File: src/rtl/mips_avalon_arbiter.sv
// Two-master Avalon-MM arbiter in front of a single shared slave (RAM).
// m0 is the MIPS instruction-fetch port, m1 the data port. One transaction
// is in flight at a time; each one walks IDLE -> BUSY -> DONE -> GAP so the
// slave always sees a fresh rising read/write strobe per transaction.
//
// Handshake: on each master port, (read | write) is "valid" and
// waitrequest low is "ready". A master holds its request and its
// address/data stable until it samples waitrequest low at a rising edge.
// That edge completes its transaction, and the master may then drop or
// change the request. Waitrequest is low for exactly one cycle per
// transaction, and it does not depend on whether that master is
// currently requesting.
//
// On the slave side, s_read/s_write are "valid" and s_waitrequest low is
// "ready". The slave's ready is only honoured from the second BUSY cycle
// onward.
module mips_avalon_arbiter #(
  parameter int TIMEOUT_CYCLES = 64
) (
  input  logic        clk,
  input  logic        reset_n,

  input  logic [31:0] m0_address,
  input  logic [3:0]  m0_byteenable,
  input  logic        m0_read,
  input  logic        m0_write,
  input  logic [31:0] m0_writedata,
  output logic        m0_waitrequest,
  output logic [31:0] m0_readdata,

  input  logic [31:0] m1_address,
  input  logic [3:0]  m1_byteenable,
  input  logic        m1_read,
  input  logic        m1_write,
  input  logic [31:0] m1_writedata,
  output logic        m1_waitrequest,
  output logic [31:0] m1_readdata,

  output logic [31:0] s_address,
  output logic [3:0]  s_byteenable,
  output logic        s_read,
  output logic        s_write,
  output logic [31:0] s_writedata,
  input  logic        s_waitrequest,
  input  logic [31:0] s_readdata,

  output logic        timeout_err,
  output logic [1:0]  dbg_state
);

  localparam int CW = $clog2(TIMEOUT_CYCLES + 1);
  localparam logic [CW-1:0] CNT_ONE  = CW'(1);
  localparam logic [CW-1:0] CNT_LAST = CW'(TIMEOUT_CYCLES);

  typedef enum logic [1:0] {
    ST_IDLE = 2'd0,
    ST_BUSY = 2'd1,
    ST_DONE = 2'd2,
    ST_GAP  = 2'd3
  } state_t;

  state_t        state;
  state_t        state_nxt;

  logic          req0;
  logic          req1;
  logic          win_sel;     // 0 = m0, 1 = m1
  logic          grant;       // master owning the current transaction
  logic          last_grant;  // master granted most recently
  logic [CW-1:0] busy_cnt;    // number of the BUSY cycle in progress (1-based)

  logic [31:0]   lat_addr;
  logic [3:0]    lat_be;
  logic [31:0]   lat_wdata;
  logic          lat_write;

  logic          xfer_ok;
  logic          xfer_abort;

  logic [31:0]   m0_rdata_q;
  logic [31:0]   m1_rdata_q;
  logic          timeout_q;

  assign req0 = m0_read | m0_write;
  assign req1 = m1_read | m1_write;

  // Round-robin pick. On a tie the master not granted last wins.
  // With a single requester, that requester wins.
  always_comb begin
    win_sel = 1'b0;
    if (req0 && req1) begin
      win_sel = ~last_grant;
    end else begin
      win_sel = req1;
    end
  end

  // State register.
  always_ff @(posedge clk or negedge reset_n) begin
    if (!reset_n) begin
      state <= ST_IDLE;
    end else begin
      state <= state_nxt;
    end
  end

  // Next-state logic plus the completion and abort strobes seen by the datapath.
  always_comb begin
    state_nxt  = state;
    xfer_ok    = 1'b0;
    xfer_abort = 1'b0;
    case (state)
      ST_IDLE: begin
        if (req0 || req1) begin
          state_nxt = ST_BUSY;
        end
      end
      ST_BUSY: begin
        // The slave's ready is ignored in the first BUSY cycle so that the
        // strobe is seen for at least one full cycle.
        if ((busy_cnt != CNT_ONE) && !s_waitrequest) begin
          xfer_ok   = 1'b1;
          state_nxt = ST_DONE;
        end else if (busy_cnt == CNT_LAST) begin
          xfer_abort = 1'b1;
          state_nxt  = ST_DONE;
        end
      end
      ST_DONE: state_nxt = ST_GAP;
      ST_GAP:  state_nxt = ST_IDLE;
      default: state_nxt = ST_IDLE;
    endcase
  end

  // Latch the winning request and track round-robin history on a new grant.
  always_ff @(posedge clk or negedge reset_n) begin
    if (!reset_n) begin
      grant      <= 1'b1;
      last_grant <= 1'b1;
      lat_addr   <= '0;
      lat_be     <= '0;
      lat_wdata  <= '0;
      lat_write  <= 1'b0;
    end else if ((state == ST_IDLE) && (req0 || req1)) begin
      grant      <= win_sel;
      last_grant <= win_sel;
      lat_addr   <= win_sel ? m1_address    : m0_address;
      lat_be     <= win_sel ? m1_byteenable : m0_byteenable;
      lat_wdata  <= win_sel ? m1_writedata  : m0_writedata;
      // A write strobe takes precedence when a master raises read and write together.
      lat_write  <= win_sel ? m1_write      : m0_write;
    end
  end

  // Count BUSY cycles. The count restarts at 1 on entry to BUSY.
  always_ff @(posedge clk or negedge reset_n) begin
    if (!reset_n) begin
      busy_cnt <= '0;
    end else if ((state == ST_IDLE) && (state_nxt == ST_BUSY)) begin
      busy_cnt <= CNT_ONE;
    end else if ((state == ST_BUSY) && (state_nxt == ST_BUSY)) begin
      busy_cnt <= busy_cnt + CNT_ONE;
    end else if (state != ST_BUSY) begin
      busy_cnt <= '0;
    end
  end

  // Capture read data into the granted master's register when a read
  // completes, or zero it when a read is aborted. A write leaves it alone.
  always_ff @(posedge clk or negedge reset_n) begin
    if (!reset_n) begin
      m0_rdata_q <= '0;
      m1_rdata_q <= '0;
    end else if ((xfer_ok || xfer_abort) && !lat_write) begin
      if (grant) begin
        m1_rdata_q <= xfer_ok ? s_readdata : 32'h0;
      end else begin
        m0_rdata_q <= xfer_ok ? s_readdata : 32'h0;
      end
    end
  end

  // Sticky abort flag. Only reset clears it.
  always_ff @(posedge clk or negedge reset_n) begin
    if (!reset_n) begin
      timeout_q <= 1'b0;
    end else if (xfer_abort) begin
      timeout_q <= 1'b1;
    end
  end

  assign s_address      = lat_addr;
  assign s_byteenable   = lat_be;
  assign s_writedata    = lat_wdata;
  assign s_read         = (state == ST_BUSY) && !lat_write;
  assign s_write        = (state == ST_BUSY) &&  lat_write;

  assign m0_waitrequest = !((state == ST_DONE) && (grant == 1'b0));
  assign m1_waitrequest = !((state == ST_DONE) && (grant == 1'b1));
  assign m0_readdata    = m0_rdata_q;
  assign m1_readdata    = m1_rdata_q;

  assign timeout_err    = timeout_q;
  assign dbg_state      = state;

endmodule

File: config.mk
export PLATFORM = sky130hd
export DESIGN_NAME = mips_avalon_arbiter
export DESIGN_NICKNAME = d
export VERILOG_FILES = /design/src/rtl/mips_avalon_arbiter.sv
export SDC_FILE = /design/constraint.sdc
export NUM_CORES = 1
export LEC_CHECK = 0
export CAP_MARGIN = 15
export CORE_AREA = 2 2 89 177
export CTS_CLUSTER_DIAMETER = 200
export DETAILED_ROUTE_END_ITERATION = 16
export DIE_AREA = 0 0 91 179
export GPL_TIMING_DRIVEN = 0
export MAX_ROUTING_LAYER = met4
export PLACE_DENSITY = 0.84
export REMOVE_ABC_BUFFERS = 1
export SLEW_MARGIN = 5
export SYNTH_ARGS = -nofsm -noshare
export SYNTH_HDL_FRONTEND = slang
export SYNTH_SLANG_ARGS = --single-unit
File: constraint.sdc
create_clock -name clk -period 3.51 [get_ports clk]
set_input_delay 0.702 -clock clk [delete_from_list [all_inputs] [get_ports clk]]
set_output_delay 0.702 -clock clk [all_outputs]
set_load 0.02 [all_outputs]
======== Word level (Yosys, flattened, before mapping) ========
Index checks and enable logic that the tools add are counted.
operators by class
  $add $sub $neg .......................... 1
  equality and inequality tests ........... 7
  muxes and demuxes ....................... 18
  bitwise operators ....................... 3
  reduce and logical (&&, ||, !) cells .... 20
operator list
  operator                                                                number
  32-bit 2-to-1 mux                                                       3
  7-bit 2-to-1 mux                                                        3
  1-bit logical AND                                                       10
  2-bit case mux with 4 select lines                                      1
  7-bit by 1-bit adder with 7-bit output (second input constant)          1
  7-bit equality test (second input constant)                             1
  1-bit 2-to-1 mux                                                        7
  7-bit by 1-bit != test with 1-bit output (second input constant)        1
  2-bit 2-to-1 mux                                                        3
  2-bit by 1-bit equality test with 1-bit output (second input constant)  2
  2-bit equality test (second input constant)                             2
  1-bit logical NOT                                                       4
  4-bit 2-to-1 mux                                                        1
  2-bit AND reduction                                                     2
  3-bit nonzero test                                                      1
  2-bit logical NOT                                                       1
  1-bit logical OR                                                        2
  2-bit by 1-bit != test with 1-bit output (second input constant)        1
  1-bit bitwise OR                                                        2
  1-bit NOT                                                               1
word-level totals
  flip-flop bits (word level) ............. 144
  input port bits ......................... 175
  output and inout port bits .............. 139
  word-level logic and storage cells ...... 59

======== Depth between registers and ports, before layout ========
  word-level depth ........................ 8
  gate-level depth with buffers ........... 7
  gate-level depth less buffers ........... 6

======== Worst setup path before layout ========
OpenSTA, ideal clock, no wires.
  kind .................................... reg2reg
  start ................................... register state[0] (netlist: dbg_state[0])
  end ..................................... register m1_rdata_q[10] (netlist: m1_readdata[10])
  data arrival time ....................... 2113 ps
  data required time ...................... 3385 ps
  path slack .............................. 1272 ps
  stages on the path, launching flop included .. 6
  clock period less this slack ............ 2238 ps
  path through ............................ dfrtp_1 > nor3b_1 > nand2_1 > a21oi_1 > buf_2 > mux2_2
on the way
  longest elaborated chain between the ends .. 5
  elaborated cells between the ends (all ways) .. 7
ends and longest elaborated chain
  element                                             RTL line  text
  start, declared                                     62        state_t state;
  start signal, assigned                              103       state <= state_nxt;
  2-bit by 1-bit equality test with 1-bit output (*)  112       case (state)
  1-bit 2-to-1 mux                                    112
  1-bit logical OR                                    174       end else if ((xfer_ok || xfer_abort) && !lat_write) begin
  1-bit logical AND                                   174
  2-bit AND reduction (no source line)                -
  end signal, assigned                                176       m1_rdata_q <= xfer_ok ? s_readdata : 32'h0;
  end, declared                                       81        logic [31:0] m1_rdata_q;
Mark *: on every way between the ends. The rest lies on a longest branch, timed or not.
A chain may end at the register's enable or synchronous reset.

======== Final worst setup path ========
  start ................................... register busy_cnt[0]
  end ..................................... register m0_rdata_q[25] (netlist: m0_readdata[25])
on the way
  longest elaborated chain between the ends .. 7
  elaborated cells between the ends (all ways) .. 12
ends and longest elaborated chain
  element                                                                          RTL line  text
  start, declared                                                                  70        logic [CW-1:0] busy_cnt;
  start signal, assigned                                                           162       busy_cnt <= busy_cnt + CNT_ONE;
  7-bit equality test or 7-bit by 1-bit != test with 1-bit output (tied branches)  124, 121
  1-bit 2-to-1 mux or 1-bit logical AND (tied branches)                            124, 121
  1-bit 2-to-1 mux                                                                 121       if ((busy_cnt != CNT_ONE) && !s_waitrequest) begin
  1-bit 2-to-1 mux                                                                 112
  1-bit logical OR                                                                 174
  1-bit logical AND                                                                174
  2-bit AND reduction (no source line)                                             -
  end signal, assigned                                                             178       m0_rdata_q <= xfer_ok ? s_readdata : 32'h0;
  end, declared                                                                    80        logic [31:0] m0_rdata_q;
Several ways; a longest one is shown, not always the timed one.

==> impl.org <==
** Status
- Outcome :: complete, no violations

** Floorplan
- Width of the die :: 91 microns
- After floorplanning, the core was sized to cover 15100 sq um.
- The floorplan step defined a die boundary enclosing 16300 sq um.
- Count of standard-cell rows :: 64
- Once the floorplan was initialized, standard cells occupied 42.8% of the core.
- Die Height :: 179 microns
- Pin placement for this block handled 314 I/O pins.

** Critical path
- The worst register-to-register path ends at m0_readdata[25]$_DFFE_PN0P_.
- Worst setup path startpoint :: busy_cnt[0]$_DFFE_PN0P_
- Data arrival, critical path :: 3.19 ns
- Critical path data required time :: 3.80 ns
- The worst register-to-register path has a depth of 7.
- STA classifies the critical path endpoint as a flip-flop.
- STA classifies the critical path startpoint as a flip-flop.
- Across all register-to-register paths, the minimum setup slack is 0.61 ns.
- R2R Path Start :: busy_cnt[0]$_DFFE_PN0P_
- Of all nets on the critical path, the largest fanout is 13.
- Category of the most critical setup path :: reg2reg

** Timing
- The worst path meets setup with 0.610 ns of slack.
- Measured against its own limit, the worst slew margin works out to 30.9%.
- Fin Setup TNS :: 0 ns
- Hold Vio Cnt, Final :: 0
- The max-slew violation count was 0.
- Number of setup violations in the final report :: 0
- Highest clock frequency the design can meet :: 345 MHz
- Setup repair after global routing left no endpoint under its margin.
- Slew at the pin with the worst max-slew slack :: 1.03 ns
- Final period utilization :: 82.6%
- Period minus WS final :: 2.90 ns
- Skew final :: 0.0103 ns

** Yosys
- Biggest area consumer among synthesized cells :: sky130_fd_sc_hd__dfrtp_1
- Among all flip-flop cells after synthesis, the most frequent one is sky130_fd_sc_hd__dfrtp_1.
- Of all flip-flops after synthesis, the portion carrying an async set or reset was 100%.
- After synthesis, the netlist uses 35 different library cells.
- Each instance of the synthesized netlist takes up on average 11.7 sq um.
- In the synthesized netlist, the number of instances is 551.
- Part of the Yosys area used for sequential elements :: 56.0%
- The Yosys step of the flow raised 0 warnings.
- Leading post-synthesis cells by cell area :: sky130_fd_sc_hd__dfrtp_1, sky130_fd_sc_hd__mux2_2, sky130_fd_sc_hd__mux2i_1
- In this run, synthesis inferred 0 flip-flops with an integrated enable.
- Fraction of synthesized cell area taken by the top area cell type :: 55.6%
- In this run the cell area of the synthesized design comes to 6440 sq um.
- Seq cells post-synth :: 144

** Cells and area
- Fraction of layout cells with a size suffix above 1 :: 12.9%
- Count of filler cells inserted in the layout :: 1113
- The final layout contains 1034 nets.
- Footprint of the flip-flops and latches :: 3600 sq um
- Layout Cells excl Fill :: 1068
- Fraction of the core area covered by cells at the end of the flow :: 69.8%
- Area used by multi-input combinational logic :: 2700 sq um
- Relative to the synthesized area, the layout overhead comes to 63.1%.

** Clock network
- Clock buffer count from CTS :: 17
- CTS tree :: built
- Setup fix buffers added after clock tree synthesis :: 0
- Clock latency reported for the late side of the worst-skew pair :: 0.42 ns
- The number of hold buffers added after CTS was 0.
- Gates resized during post-CTS repair numbered 0.
- The clock net in this run drives a total of 144 sinks.
- Clock transition at the registers of the reported paths :: 0.06 ns
- Buffer depth of the longest clock path :: 2
- CTS H-tree depth :: 4
- Root buf cell :: sky130_fd_sc_hd__clkbuf_16

** Place
- # port buffers :: 313
- The number of placed instances, taps included, is 1035.
- Post-placement worst setup slack :: 0.246 ns
- Half-perimeter wire length after placement :: 14.9 mm
- Gpl congestion :: 0.760

** Detailed routing
- DR DRC count :: 0
- DRT Pass-1 Iters :: 4
- The first routing iteration left 154 violations.
- Final routed wire length divided by cell count :: 17.7 microns
- Routed vias :: 5285
- Final antenna-violating net count :: 0
- Dividing the detail-routed via count by the number of cells gives 4.95.
- After detailed routing, the total wire length is 18.9 mm.

** Global routing
- For this run the aggregate overflow at the end of global routing stands at 0.
- GRT Overall Usage :: 24.0%
- The number of global-route vias before repair was 5318.
- Number of antenna violations at the first check in global routing :: 1
- First-pass GRT wire length :: 28.8 mm
- Entering global routing, the biggest net connects 109 pins.

** Power and ir drop
- Relative contribution of the clock network to total power :: 22.2%
- Leak pwr :: 4.65 nW
- In this run switching power makes up 37.3% of total power.
- Internal power component :: 5.41 mW
- Combinational logic is responsible for 46.8% of the overall power.
- Total power density per cell area :: 821 nW/um^2
- Registers are responsible for 31.0% of the overall power.
- P_sw :: 3.21 mW
- VDD IR-drop max :: 496 uV

** Job
- Maxcap violations :: 0

** Worst hold path
- Kind of path behind the tightest hold check :: in2async
-- per-stage QoR --
stage	instance area [sq um]	hold WS, ns	power [mW]
finish	10500	0.346	8.62
global route	10500	0.395	9.09
CTS	10500	0.364	8.70
detailed placement	9870	0.456	6.76
global placement	9660	0.447	6.79
floorplan	6280	0.406	4.87
-- cells in the mapped netlist, drive strengths merged (3+ instances only) --
cell,instances
ha,3
a21o,3
and2,34
inv,5
or4,6
o21ai,74
mux2,64
o31ai,4
nor2,5
a21oi,7
nand2,75
dfrtp,143
buf,13
nand3,4
clkbuf,22
mux2i,69
-- critical path, stage by stage, from the launching register on --
cell	delay, ns
sky130_fd_sc_hd__dfrtp_1	0.43
sky130_fd_sc_hd__ha_1	0.22
sky130_fd_sc_hd__nor2b_1	0.18
sky130_fd_sc_hd__a21o_1	0.29
sky130_fd_sc_hd__a2111oi_4	0.84
sky130_fd_sc_hd__buf_6	0.27
sky130_fd_sc_hd__buf_6	0.19
sky130_fd_sc_hd__mux2_2	0.36
-- placed cells by master, fill, tap and decap left out, types with 3 or more instances in the layout --
cell type	instances
sky130_fd_sc_hd__nand3_1	3
sky130_fd_sc_hd__buf_16	3
sky130_fd_sc_hd__a21oi_1	6
sky130_fd_sc_hd__and2_1	34
sky130_fd_sc_hd__o31ai_1	4
sky130_fd_sc_hd__clkinv_4	3
sky130_fd_sc_hd__dfrtp_1	143
sky130_fd_sc_hd__buf_12	3
sky130_fd_sc_hd__clkbuf_16	17
sky130_fd_sc_hd__nand2_1	74
sky130_fd_sc_hd__ha_1	3
sky130_fd_sc_hd__mux2_2	63
sky130_fd_sc_hd__nor2_1	5
sky130_fd_sc_hd__bufinv_16	4
sky130_fd_sc_hd__o21ai_0	73
sky130_fd_sc_hd__or4_1	6
sky130_fd_sc_hd__a21o_1	3
sky130_fd_sc_hd__inv_1	5
sky130_fd_sc_hd__buf_6	3
sky130_fd_sc_hd__inv_6	4
sky130_fd_sc_hd__mux2i_1	69
sky130_fd_sc_hd__clkdlybuf4s50_1	312
-- flip-flops by register name, summed over array words and instances (netlist names) --
| name | count |
|---|---|
| busy_cnt | 7 |
| s_writedata | 32 |
| timeout_err | 1 |
| lat_write | 1 |
| dbg_state | 2 |
| s_address | 32 |
| m1_readdata | 32 |
| m0_readdata | 32 |
| s_byteenable | 4 |
| last_grant | 1 |
-- power groups by stage --
stage	Sequential, mW	Combinational [mW]	Clock (mW)
after floorplan	3.38	1.48	0
after global placement	2.67	4.12	0
after detailed placement	2.70	4.06	0
after CTS	2.68	4.07	1.95
after global routing	2.76	4.31	2.02
final	2.67	4.03	1.91
-- area by class of cell --
cell class | instances | share of cell area (%)
Multi-Input combinational cell | 367 | 25.7
Inverter | 5 | 0.179
Tap cell | 198 | 2.36
Antenna cell | 1 | 0.0238
Sequential cell | 144 | 34.3
Timing Repair Buffer | 321 | 31.4
Clock buffer | 17 | 4.05
Clock inverter | 15 | 1.97
-- metal layers --
layer,vias to the layer above,GRT usage (%),part of all wire (%)
li1,2540,-,-
met1,2434,28.5,40
met2,290,39.1,49
met3,21,6.85,9.3
met4,0,8.71,2.2
met5,-,-,0
-- how the worst max path moves through the flow --
| stage | to | slack (ns) | cells past startpoint |
|---|---|---|---|
| 6_report | m0_readdata[25]$_DFFE_PN0P_ | 0.61 | 7 |
| 5_1_grt | m0_readdata[12]$_DFFE_PN0P_ | 0.48 | 6 |
| 4_1_cts | m0_readdata[12]$_DFFE_PN0P_ | 0.61 | 7 |
| 3_5_place_dp | m0_readdata[27]$_DFFE_PN0P_ | 0.25 | 6 |
| 3_3_place_gp | s_writedata[12]$_DFFE_PN0P_ | -7.89 | 4 |
| 2_1_floorplan | s_address[0]$_DFFE_PN0P_ | -4.90 | 3 |
-- kinds of logic (layout without fill, tap and decap cells) --
family	Yosys count	in the layout	synth area share (%)
flip-flops	144	144	56.0
AND/OR/NAND/NOR	137	137	10.6
adder cells (fa/ha/maj)	3	3	0.583
AO/OA/AOI/OAI	94	94	8.14
multiplexers	133	133	21.9
buffers and inverters	40	358	2.82
other	0	1	0
Note: power is estimated with default switching activity, not from simulation.
